[src/rtl/mc_control_fsm_if.sv]
// ============================================================================
// Module      : mc_control_fsm_if
// Description : Opcode/memory handshake and datapath control bundle between the
//               multicycle control FSM and the datapath/memory side.
// Revision    : 1.0 - initial release
// ============================================================================
`default_nettype none

interface mc_control_fsm_if #(
    parameter int CNT_W = 32
);
    logic [6:0]       op;
    logic             mem_ready;
    logic             mem_req;
    logic             branch;
    logic             pc_update;
    logic             reg_write;
    logic             mem_write;
    logic             ir_write;
    logic             adr_src;
    logic [1:0]       result_src;
    logic [1:0]       alu_src_a;
    logic [1:0]       alu_src_b;
    logic [1:0]       alu_op;
    logic             trap;
    logic [1:0]       trap_cause;
    logic [CNT_W-1:0] retired;

    // Control FSM side
    modport master (
        input  op, mem_ready,
        output mem_req, branch, pc_update, reg_write, mem_write, ir_write,
               adr_src, result_src, alu_src_a, alu_src_b, alu_op,
               trap, trap_cause, retired
    );

    // Datapath / memory side
    modport slave (
        output op, mem_ready,
        input  mem_req, branch, pc_update, reg_write, mem_write, ir_write,
               adr_src, result_src, alu_src_a, alu_src_b, alu_op,
               trap, trap_cause, retired
    );
endinterface

`default_nettype wire

[src/rtl/mc_control_fsm.sv]
// ============================================================================
// Module      : mc_control_fsm
// Description : Main control FSM of the multicycle RV32I core with bounded
//               memory wait, sticky trap state and retired-instruction counter.
// Revision    : 1.0 - initial release
// ============================================================================
`default_nettype none

module mc_control_fsm #(
    parameter int WAIT_MAX = 15,
    parameter int CNT_W    = 32
) (
    input  wire logic        clk,
    input  wire logic        rst,
    mc_control_fsm_if.master bus
);

    localparam int WAIT_W = (WAIT_MAX > 0) ? $clog2(WAIT_MAX + 1) : 1;
    localparam logic [WAIT_W-1:0] c_WAIT_LIMIT = WAIT_W'(WAIT_MAX);

    localparam logic [3:0] c_FETCH    = 4'd0;
    localparam logic [3:0] c_DECODE   = 4'd1;
    localparam logic [3:0] c_MEMADR   = 4'd2;
    localparam logic [3:0] c_MEMREAD  = 4'd3;
    localparam logic [3:0] c_MEMWB    = 4'd4;
    localparam logic [3:0] c_MEMWRITE = 4'd5;
    localparam logic [3:0] c_EXECR    = 4'd6;
    localparam logic [3:0] c_EXECI    = 4'd7;
    localparam logic [3:0] c_ALUWB    = 4'd8;
    localparam logic [3:0] c_JAL      = 4'd9;
    localparam logic [3:0] c_BEQ      = 4'd10;
    localparam logic [3:0] c_AUIPC    = 4'd11;
    localparam logic [3:0] c_LUI      = 4'd12;
    localparam logic [3:0] c_TRAP     = 4'd13;

    localparam logic [6:0] c_OP_R     = 7'b0110011;
    localparam logic [6:0] c_OP_I     = 7'b0010011;
    localparam logic [6:0] c_OP_LOAD  = 7'b0000011;
    localparam logic [6:0] c_OP_STORE = 7'b0100011;
    localparam logic [6:0] c_OP_JALR  = 7'b1100111;
    localparam logic [6:0] c_OP_BR    = 7'b1100011;
    localparam logic [6:0] c_OP_JAL   = 7'b1101111;
    localparam logic [6:0] c_OP_AUIPC = 7'b0010111;
    localparam logic [6:0] c_OP_LUI   = 7'b0110111;

    localparam logic [1:0] c_CAUSE_ILLEGAL = 2'b01;
    localparam logic [1:0] c_CAUSE_TIMEOUT = 2'b10;

    logic [3:0]        r_state;
    logic [3:0]        w_next;
    logic [1:0]        w_cause_next;
    logic [1:0]        r_cause;
    logic [WAIT_W-1:0] r_wait;
    logic [CNT_W-1:0]  r_retired;

    logic w_mem_req;
    logic w_stall;
    logic w_timeout;
    logic w_enter_mem;
    logic w_retire;

    assign w_mem_req = (r_state == c_FETCH) || (r_state == c_MEMREAD) ||
                       (r_state == c_MEMWRITE);
    assign w_stall   = w_mem_req && !bus.mem_ready;
    assign w_timeout = (WAIT_MAX > 0) && w_stall && (r_wait == c_WAIT_LIMIT);

    // ------------------------------------------------------------------------
    // State register
    // ------------------------------------------------------------------------
    always_ff @(posedge clk or posedge rst) begin
        if (rst) begin
            r_state <= c_FETCH;
        end else begin
            r_state <= w_next;
        end
    end

    // ------------------------------------------------------------------------
    // Next-state logic
    // ------------------------------------------------------------------------
    always_comb begin
        w_next       = r_state;
        w_cause_next = 2'b00;
        case (r_state)
            c_FETCH: begin
                if (w_timeout) begin
                    w_next       = c_TRAP;
                    w_cause_next = c_CAUSE_TIMEOUT;
                end else if (bus.mem_ready) begin
                    w_next = c_DECODE;
                end
            end
            c_DECODE: begin
                case (bus.op)
                    c_OP_R:                         w_next = c_EXECR;
                    c_OP_I:                         w_next = c_EXECI;
                    c_OP_LOAD, c_OP_STORE, c_OP_JALR: w_next = c_MEMADR;
                    c_OP_BR:                        w_next = c_BEQ;
                    c_OP_JAL:                       w_next = c_JAL;
                    c_OP_AUIPC:                     w_next = c_AUIPC;
                    c_OP_LUI:                       w_next = c_LUI;
                    default: begin
                        w_next       = c_TRAP;
                        w_cause_next = c_CAUSE_ILLEGAL;
                    end
                endcase
            end
            c_MEMADR: begin
                // JALR shares the address computation, then finishes like JAL
                if (!bus.op[5]) begin
                    w_next = c_MEMREAD;
                end else if (bus.op[6]) begin
                    w_next = c_JAL;
                end else begin
                    w_next = c_MEMWRITE;
                end
            end
            c_MEMREAD: begin
                if (w_timeout) begin
                    w_next       = c_TRAP;
                    w_cause_next = c_CAUSE_TIMEOUT;
                end else if (bus.mem_ready) begin
                    w_next = c_MEMWB;
                end
            end
            c_MEMWRITE: begin
                if (w_timeout) begin
                    w_next       = c_TRAP;
                    w_cause_next = c_CAUSE_TIMEOUT;
                end else if (bus.mem_ready) begin
                    w_next = c_FETCH;
                end
            end
            c_MEMWB:  w_next = c_FETCH;
            c_EXECR:  w_next = c_ALUWB;
            c_EXECI:  w_next = c_ALUWB;
            c_ALUWB:  w_next = c_FETCH;
            c_JAL:    w_next = c_ALUWB;
            c_AUIPC:  w_next = c_ALUWB;
            c_BEQ:    w_next = c_FETCH;
            c_LUI:    w_next = c_FETCH;
            c_TRAP:   w_next = c_TRAP;
            default:  w_next = c_FETCH;
        endcase
    end

    // ------------------------------------------------------------------------
    // Output logic (FETCH ir_write/pc_update follow mem_ready)
    // ------------------------------------------------------------------------
    always_comb begin
        bus.mem_req    = 1'b0;
        bus.branch     = 1'b0;
        bus.pc_update  = 1'b0;
        bus.reg_write  = 1'b0;
        bus.mem_write  = 1'b0;
        bus.ir_write   = 1'b0;
        bus.adr_src    = 1'b0;
        bus.result_src = 2'b00;
        bus.alu_src_a  = 2'b00;
        bus.alu_src_b  = 2'b00;
        bus.alu_op     = 2'b00;
        bus.trap       = 1'b0;
        case (r_state)
            c_FETCH: begin
                bus.mem_req    = 1'b1;
                bus.alu_src_b  = 2'b10;
                bus.result_src = 2'b10;
                bus.ir_write   = bus.mem_ready;
                bus.pc_update  = bus.mem_ready;
            end
            c_DECODE: begin
                bus.alu_src_a = 2'b01;
                bus.alu_src_b = 2'b01;
            end
            c_MEMADR: begin
                bus.alu_src_a = 2'b10;
                bus.alu_src_b = 2'b01;
            end
            c_MEMREAD: begin
                bus.mem_req = 1'b1;
                bus.adr_src = 1'b1;
            end
            c_MEMWB: begin
                bus.reg_write  = 1'b1;
                bus.result_src = 2'b01;
            end
            c_MEMWRITE: begin
                bus.mem_req   = 1'b1;
                bus.adr_src   = 1'b1;
                bus.mem_write = 1'b1;
            end
            c_EXECR: begin
                bus.alu_src_a = 2'b10;
                bus.alu_op    = 2'b10;
            end
            c_EXECI: begin
                bus.alu_src_a = 2'b10;
                bus.alu_src_b = 2'b01;
                bus.alu_op    = 2'b10;
            end
            c_ALUWB: begin
                bus.reg_write = 1'b1;
            end
            c_JAL: begin
                bus.pc_update = 1'b1;
                bus.alu_src_a = 2'b01;
                bus.alu_src_b = 2'b10;
            end
            c_AUIPC: begin
                bus.alu_src_a = 2'b01;
                bus.alu_src_b = 2'b01;
            end
            c_BEQ: begin
                bus.branch    = 1'b1;
                bus.alu_src_a = 2'b10;
                bus.alu_op    = 2'b01;
            end
            c_LUI: begin
                bus.reg_write  = 1'b1;
                bus.result_src = 2'b11;
            end
            c_TRAP: begin
                bus.trap = 1'b1;
            end
            default: begin
                bus.trap = 1'b0;
            end
        endcase
    end

    assign bus.trap_cause = r_cause;
    assign bus.retired    = r_retired;

    // ------------------------------------------------------------------------
    // Trap cause, memory wait counter and retired-instruction counter
    // ------------------------------------------------------------------------
    assign w_enter_mem = (w_next != r_state) &&
                         ((w_next == c_FETCH) || (w_next == c_MEMREAD) ||
                          (w_next == c_MEMWRITE));

    assign w_retire = (r_state == c_MEMWB) || (r_state == c_ALUWB) ||
                      (r_state == c_BEQ)   || (r_state == c_LUI)   ||
                      ((r_state == c_MEMWRITE) && bus.mem_ready);

    always_ff @(posedge clk or posedge rst) begin
        if (rst) begin
            r_cause <= 2'b00;
        end else if ((w_next == c_TRAP) && (r_state != c_TRAP)) begin
            r_cause <= w_cause_next;
        end
    end

    always_ff @(posedge clk or posedge rst) begin
        if (rst) begin
            r_wait <= '0;
        end else if (bus.mem_ready || w_enter_mem || (w_next == c_TRAP)) begin
            r_wait <= '0;
        end else if (w_stall) begin
            r_wait <= r_wait + 1'b1;
        end
    end

    always_ff @(posedge clk or posedge rst) begin
        if (rst) begin
            r_retired <= '0;
        end else if (w_retire) begin
            r_retired <= r_retired + 1'b1;
        end
    end

endmodule

`default_nettype wire
[src/flat_wrapper.sv]
// flat-port wrapper written by rule: the top's interface ports become plain ports
module mc_control_fsm_flat 
#(
    parameter int WAIT_MAX = 15,
    parameter int CNT_W    = 32
)
  (clk, rst, bus_op, bus_mem_ready, bus_mem_req, bus_branch, bus_pc_update, bus_reg_write, bus_mem_write, bus_ir_write, bus_adr_src, bus_result_src, bus_alu_src_a, bus_alu_src_b, bus_alu_op, bus_trap, bus_trap_cause, bus_retired);
  mc_control_fsm_if #(.CNT_W(CNT_W)) bus_i ();
  input  wire logic clk;
  input  wire logic rst;
  input wire logic [$bits(bus_i.op)-1:0] bus_op;
  input wire logic [$bits(bus_i.mem_ready)-1:0] bus_mem_ready;
  output wire logic [$bits(bus_i.mem_req)-1:0] bus_mem_req;
  output wire logic [$bits(bus_i.branch)-1:0] bus_branch;
  output wire logic [$bits(bus_i.pc_update)-1:0] bus_pc_update;
  output wire logic [$bits(bus_i.reg_write)-1:0] bus_reg_write;
  output wire logic [$bits(bus_i.mem_write)-1:0] bus_mem_write;
  output wire logic [$bits(bus_i.ir_write)-1:0] bus_ir_write;
  output wire logic [$bits(bus_i.adr_src)-1:0] bus_adr_src;
  output wire logic [$bits(bus_i.result_src)-1:0] bus_result_src;
  output wire logic [$bits(bus_i.alu_src_a)-1:0] bus_alu_src_a;
  output wire logic [$bits(bus_i.alu_src_b)-1:0] bus_alu_src_b;
  output wire logic [$bits(bus_i.alu_op)-1:0] bus_alu_op;
  output wire logic [$bits(bus_i.trap)-1:0] bus_trap;
  output wire logic [$bits(bus_i.trap_cause)-1:0] bus_trap_cause;
  output wire logic [$bits(bus_i.retired)-1:0] bus_retired;
  assign bus_i.op = bus_op;
  assign bus_i.mem_ready = bus_mem_ready;
  assign bus_mem_req = bus_i.mem_req;
  assign bus_branch = bus_i.branch;
  assign bus_pc_update = bus_i.pc_update;
  assign bus_reg_write = bus_i.reg_write;
  assign bus_mem_write = bus_i.mem_write;
  assign bus_ir_write = bus_i.ir_write;
  assign bus_adr_src = bus_i.adr_src;
  assign bus_result_src = bus_i.result_src;
  assign bus_alu_src_a = bus_i.alu_src_a;
  assign bus_alu_src_b = bus_i.alu_src_b;
  assign bus_alu_op = bus_i.alu_op;
  assign bus_trap = bus_i.trap;
  assign bus_trap_cause = bus_i.trap_cause;
  assign bus_retired = bus_i.retired;
  mc_control_fsm #(.WAIT_MAX(WAIT_MAX), .CNT_W(CNT_W)) u_core (.clk(clk), .rst(rst), .bus(bus_i));
endmodule
[config.mk]
export PLATFORM = sky130hd
export DESIGN_NAME = mc_control_fsm_flat
export DESIGN_NICKNAME = d
export VERILOG_FILES = /design/src/rtl/mc_control_fsm_if.sv /design/src/rtl/mc_control_fsm.sv /design/src/flat_wrapper.sv
export SDC_FILE = /design/constraint.sdc
export NUM_CORES = 1
export LEC_CHECK = 0
export ABC_CLOCK_PERIOD_IN_PS = 3000
export BUFFER_PORTS_ARGS = -buffer_cell sky130_fd_sc_hd__clkbuf_2
export CORE_UTILIZATION = 40
export CTS_CLUSTER_DIAMETER = 100
export DETAILED_ROUTE_END_ITERATION = 10
export PLACE_DENSITY = 0.71
export SLEW_MARGIN = 15
export SYNTH_ARGS = -nofsm -noshare
export SYNTH_HDL_FRONTEND = slang
export SYNTH_SLANG_ARGS = --single-unit
export TNS_END_PERCENT = 30
[constraint.sdc]
create_clock -name clk -period 3 [get_ports clk]
set_clock_uncertainty 0.1 [all_clocks]
set_input_delay 0.3 -clock clk [delete_from_list [all_inputs] [get_ports clk]]
set_output_delay 0.3 -clock clk [all_outputs]
set_load 0.02 [all_outputs]
---- Word-level counts from Yosys, hierarchy flattened ----
Index checks and enable logic that the tools add are counted.
cells by class
  reduce and logical (&&, ||, !) cells .... 30
  $add $sub $neg .......................... 2
  muxes and demuxes ....................... 27
  equality and inequality tests ........... 28
operators by type and width
  cell                                                 number
  case mux 4 bit (7 select lines)                      2
  2-to-1 mux 4 bit                                     10
  adder 32 x 1 -> 32 bit, second input constant        1
  equality test 4 bit, second input constant           8
  equality test 7 x 6 -> 1 bit, second input constant  3
  equality test 7 bit, second input constant           3
  equality test 4 x 3 -> 1 bit, second input constant  5
  case mux 2 bit (2 select lines)                      4
  equality test 7 x 5 -> 1 bit, second input constant  2
  equality test 4 x 2 -> 1 bit, second input constant  3
  OR reduction 3 bit                                   4
  OR reduction 4 bit                                   3
  logical OR 1 bit                                     10
  OR reduction 9 bit                                   1
  logical NOT 4 bit                                    2
  2-to-1 mux 1 bit                                     8
  equality test 7 x 2 -> 1 bit, second input constant  1
  case mux 2 bit (3 select lines)                      1
  OR reduction 2 bit                                   3
  logical AND 1 bit                                    5
  adder 4 x 1 -> 4 bit, second input constant          1
  equality test 4 x 1 -> 1 bit, second input constant  1
  inequality test 4 bit                                1
  inequality test 4 bit, second input constant         1
  other kinds (4)                                      4
word-level totals
  output and inout bits ................... 50
  logic and storage cells ................. 91
  register bits after elaboration ......... 42
  bits of input ports ..................... 10

---- Logic depth before layout (Yosys ltp) ----
  word-level depth ........................ 14
  depth in mapped cells ................... 10
  depth with buffers taken out ............ 9

---- Worst setup path before layout ----
No wires, ideal clock.
  path type ............................... flip-flop to flip-flop
  from .................................... register u_core.r_state[2]
  to ...................................... register u_core.r_cause[0] (netlist: u_core.bus.trap_cause[0])
  required time ........................... 2.782 ns
  setup time .............................. 0.118 ns
  arrival ................................. 2.129 ns
  stages on the path, launching flop included .. 10
  period minus slack after synthesis ...... 2.347 ns
  setup slack ............................. 0.653 ns
  cell sequence ........................... dfrtp_1 -> buf_6 -> or2_1 -> buf_6 -> o32ai_4 -> and3_1 -> nor3_1 -> nor4_4 -> o21ai_1 -> a21o_1
between the ends
  cells in the longest elaborated chain, start to end .. 9
RTL lines
  what                                                               RTL line                                                            RTL
  start: declaration                                                 mc_control_fsm.sv:49                                                logic [3:0] r_state;
  start signal: assignment                                           mc_control_fsm.sv:72                                                r_state <= c_FETCH;
  start signal: assignment                                           mc_control_fsm.sv:74                                                r_state <= w_next;
  equality test 4 x 2 -> 1 bit or logical NOT 4 bit (tied branches)  mc_control_fsm.sv:62, mc_control_fsm.sv:84
  logical OR 1 bit (2 in series)                                     mc_control_fsm.sv:62                                                assign w_mem_req = (r_state == c_FETCH) || (r_state == c_MEMREAD) ||
  logical AND 1 bit                                                  mc_control_fsm.sv:64                                                assign w_stall = w_mem_req && !bus.mem_ready;
  logical AND 1 bit                                                  mc_control_fsm.sv:65                                                assign w_timeout = (WAIT_MAX > 0) && w_stall && (r_wait == c_WAIT_LIMIT);
  2-to-1 mux 4 bit (on tied branches)                                mc_control_fsm.sv:127, mc_control_fsm.sv:86, mc_control_fsm.sv:119
  case mux 4 bit (7 select lines)                                    mc_control_fsm.sv:84                                                case (r_state)
  equality test 4 bit                                                mc_control_fsm.sv:248                                               end else if ((w_next == c_TRAP) && (r_state != c_TRAP)) begin
  logical AND 1 bit                                                  mc_control_fsm.sv:248
  end signal: assignment                                             mc_control_fsm.sv:249                                               r_cause <= w_cause_next;
  end: declaration                                                   mc_control_fsm.sv:52                                                logic [1:0] r_cause;
Parallel ways exist; a longest one is shown, timed or not.
A chain may end at the register's enable or synchronous reset.

---- Worst setup path in the final report ----
  from .................................... register u_core.r_state[0]
  to ...................................... register u_core.r_cause[1] (netlist: u_core.bus.trap_cause[1])
Same word-level chain as after synthesis.

==> impl_metrics.tcl <==
set metrics [dict create \
    run_status "finished with violations" \
    violations "hold timing" \
    floorplan.die_area_um2 6670 \
    rr_startpoint "u_core.r_state[0]" \
    layout_min_cycle_time_ns 2.72 \
    tritoncts_clock_tree "yes" \
    place.detailed.hpwl_um 3960 \
    cts.repair.resized 0 \
    area_delta_synth_final_pct 16.9 \
    groute.usage.overall 0.178 \
    worst_slack_on_hold_paths_ns -0.0132 \
    worst-slew-pin-transition_ns 0.725 \
    final_setup_violations 0 \
    insertion_delay_ns 0.30 \
    gpl.final_weighted_congestion 0.817 \
    critPathLaunchType "register" \
    clkSlewWorstSetupHoldPaths_ns 0.09 \
    mostFrequentLayoutCell "clkbuf_2" \
    internal-power_mw 1.21 \
    seqPwrFrac 0.354 \
    cts_h_tree_lvls 2 \
    power.share.switching 0.441 \
    clock_tree.buffer_depth 2 \
    clock_tree.root_cell "clkbuf_8" \
    tritoncts.num_buffers 5 \
    hold_viol_final 12 \
    drt_initial_violations 96 \
    mappedNetlistArea_um2 2540 \
    syn_area_cell_um2 10.0 \
    detail-route-antenna-nets 0 \
    initial_core_utilization 0.422 \
    grt_pass1_vias 1950 \
    hold_buf_count_cts 0 \
    power.ir.vdd_worst_mv 0.454 \
    viasPerCell 5.19 \
    detail_route.wirelength_um 5240 \
    detail_route.drc_violations 0 \
    num_io_pins 60 \
    endpoint_kind "register" \
    layout_worst_path_cycle_share 0.908 \
    synth_seq_area_share 0.414 \
    timing.setup.tns_ns 0 \
    rr_worst_depth 7 \
    worst-path-buf-inv 0 \
    ys_types 63 \
    synth-edff-count 0 \
    global_route.overflow_total 0 \
    placeable_core_region_um2 6030 \
    drv.max_cap_violation_count 0 \
    final_nets 324 \
    drive_gt1_frac 0.310 \
    p_leak_nw 1.47 \
    slowest_stage "dfrtp_1" \
    initial_antenna_violation_count 0 \
    synth.ff_latch_count 42 \
    worst_slack_after_detailed_placement_ns 0.304 \
    maximum_number_of_pins_on_one_net_before_global_route_repair 43 \
    width_of_the_die_um 81.7 \
    post_cts.repair.setup_buffers 0 \
    number_of_buffers_added_on_ports 59 \
    n_antenna_cell 0 \
    r2r_setup_slack_ns 0.28 \
    worstReg2RegEnd "u_core.bus.trap_cause[1]" \
    combinationalPowerShare 0.471 \
    dominant_synthesized_flop_cell "dfrtp_1" \
    clock-sinks 42 \
    most-common-layout-cells "59 x clkbuf_2, 42 x dfrtp_1, 22 x xnor2_1, 22 x nand2_1, 20 x nor2_1" \
    utilization 0.493 \
    synthCells 254 \
    power_switching_mw 0.955 \
    worstPathArrival_ns 2.81 \
    rows 28 \
    avgRoutedWirePerCell_um 13.5 \
    timing_worst_setup_path_type "register to register" \
    finalWorstSetupSlack_ns 0.277 \
    grt_first_pass_wirelength_um 9060 \
    timing.max_slew.rel_slack 0.517 \
    timing.fmax_mhz 367 \
    fraction_of_power_consumed_by_the_clock_network 0.175 \
    yosysWarnings 0 \
    die-height_um 81.7 \
    cp_num_cells 7 \
    hold_class "primary input to async pin" \
    slew_violations 0 \
    path_cells "nor4b_4, o21ai_2, a21oi_2, nor3_2, nor4_4, o21ai_1, a21o_1" \
    cpPeakStageDelay_ns 0.82 \
    cellPowerDensity_nw_per_um2 729 \
    num_vias 2015 \
    synth.net_count 266 \
    crit_path_max_fo 23 \
    dr.pass1.iters 4 \
    share_of_async_settable_or_async_resettable_flops_after_synthesis 1.00 \
    unrepaired_setup_endpoints_after_global_routing "no" \
    endpoint "u_core.bus.trap_cause[1]" \
    worst_path_dominant_cell_family "simple AND/OR/NAND/NOR gates" \
    crit_start "u_core.r_state[0]" \
    cp_data_required_time_ns 3.09 \
]
[synth_stat cells, drive strengths merged (2+ instances only)]
master | n | area, um2
nand4 | 6 | 37.5
buf | 6 | 57.6
or3 | 3 | 18.8
xor2 | 12 | 105
a21oi | 8 | 55.1
inv | 12 | 45.0
nand2b | 6 | 45.0
and4 | 3 | 26.3
a21boi | 2 | 18.8
nor2b | 3 | 18.8
ha | 2 | 25.0
and3 | 6 | 37.5
nor4b | 2 | 32.5
nor3 | 9 | 71.3
a21o | 4 | 30.0
o21ai | 7 | 38.8
and3b | 2 | 17.5
or4b | 2 | 20.0
or2 | 2 | 12.5
o22ai | 2 | 12.5
and2 | 3 | 21.3
nand2 | 22 | 82.6
nor3b | 2 | 20.0
xnor2 | 23 | 209
a211oi | 2 | 20.0
nor2 | 20 | 75.1
nand3 | 13 | 65.1
o2111ai | 3 | 38.8
clkbuf | 6 | 26.3
nor4 | 5 | 46.3
dfrtp | 42 | 1050
[tightest hold or removal path, delay by kind of cell]
| family | cells | cell delay [ns] |
|---|---|---|
| buffers and inverters | 3 | 0.55 |
[metrics by stage]
stage	power, mW	cell area, um2	cells	hold slack [ns]
3_5_place_dp	1.79	2880	380	0.343
6_report	2.16	2970	388	-0.0132
3_3_place_gp	1.77	2880	380	0.339
4_1_cts	2.18	2970	388	0.00685
5_1_grt	2.33	2970	388	0.0284
2_1_floorplan	1.57	2540	254	0.443
[power by group through the flow]
stage / clock network, mW / logic (mW) / registers (mW)
2_1_floorplan: 0 / 0.804 / 0.767
3_3_place_gp: 0 / 0.999 / 0.774
3_5_place_dp: 0 / 1.01 / 0.779
4_1_cts: 0.395 / 1.02 / 0.767
5_1_grt: 0.425 / 1.12 / 0.784
6_report: 0.379 / 1.02 / 0.767
[state kept, by name (all words and copies together) (netlist names)]
signal and flops:
u_core.r_state 4, u_core.bus.retired 32, u_core.bus.trap_cause 2, u_core.r_wait 4
[layer usage]
metal  track usage  vias to the layer above  wire [um]
met5             0                        -          0
met1         0.236                      971       2530
met2         0.284                       39       2490
li1              -                     1000          -
met3        0.0389                        5        163
met4        0.0614                        0         53
[logic make-up (layout without fill, tap and decap cells)]
family / after synthesis / in the layout / share of synthesized area
AND/OR/NAND/NOR: 114 / 114 / 0.274
flip-flops: 42 / 42 / 0.414
AO/OA/AOI/OAI: 35 / 35 / 0.119
XOR/XNOR: 35 / 35 / 0.124
buffers and inverters: 24 / 83 / 0.0507
adder cells (fa/ha/maj): 2 / 2 / 0.00985
multiplexers: 2 / 2 / 0.00837
[area by class of cell]
cell class	instances	area (um2)
fillers	601	3060
repair buffers	63	325
clock inverters	3	25.0
flip-flops and latches	42	1050
well taps	75	93.8
clock buffers	5	68.8
multi-input cells	188	1360
inverters	12	45.0
[worst min path at each step]
stage / from / to
after detailed placement: rst / u_core.bus.retired[14]
after global routing: rst / u_core.bus.retired[15]
after floorplan: rst / u_core.bus.retired[0]
after CTS: rst / u_core.bus.retired[14]
after global placement: rst / u_core.bus.retired[8]
final: rst / u_core.bus.retired[15]
Power figures use the tool's default switching activity.
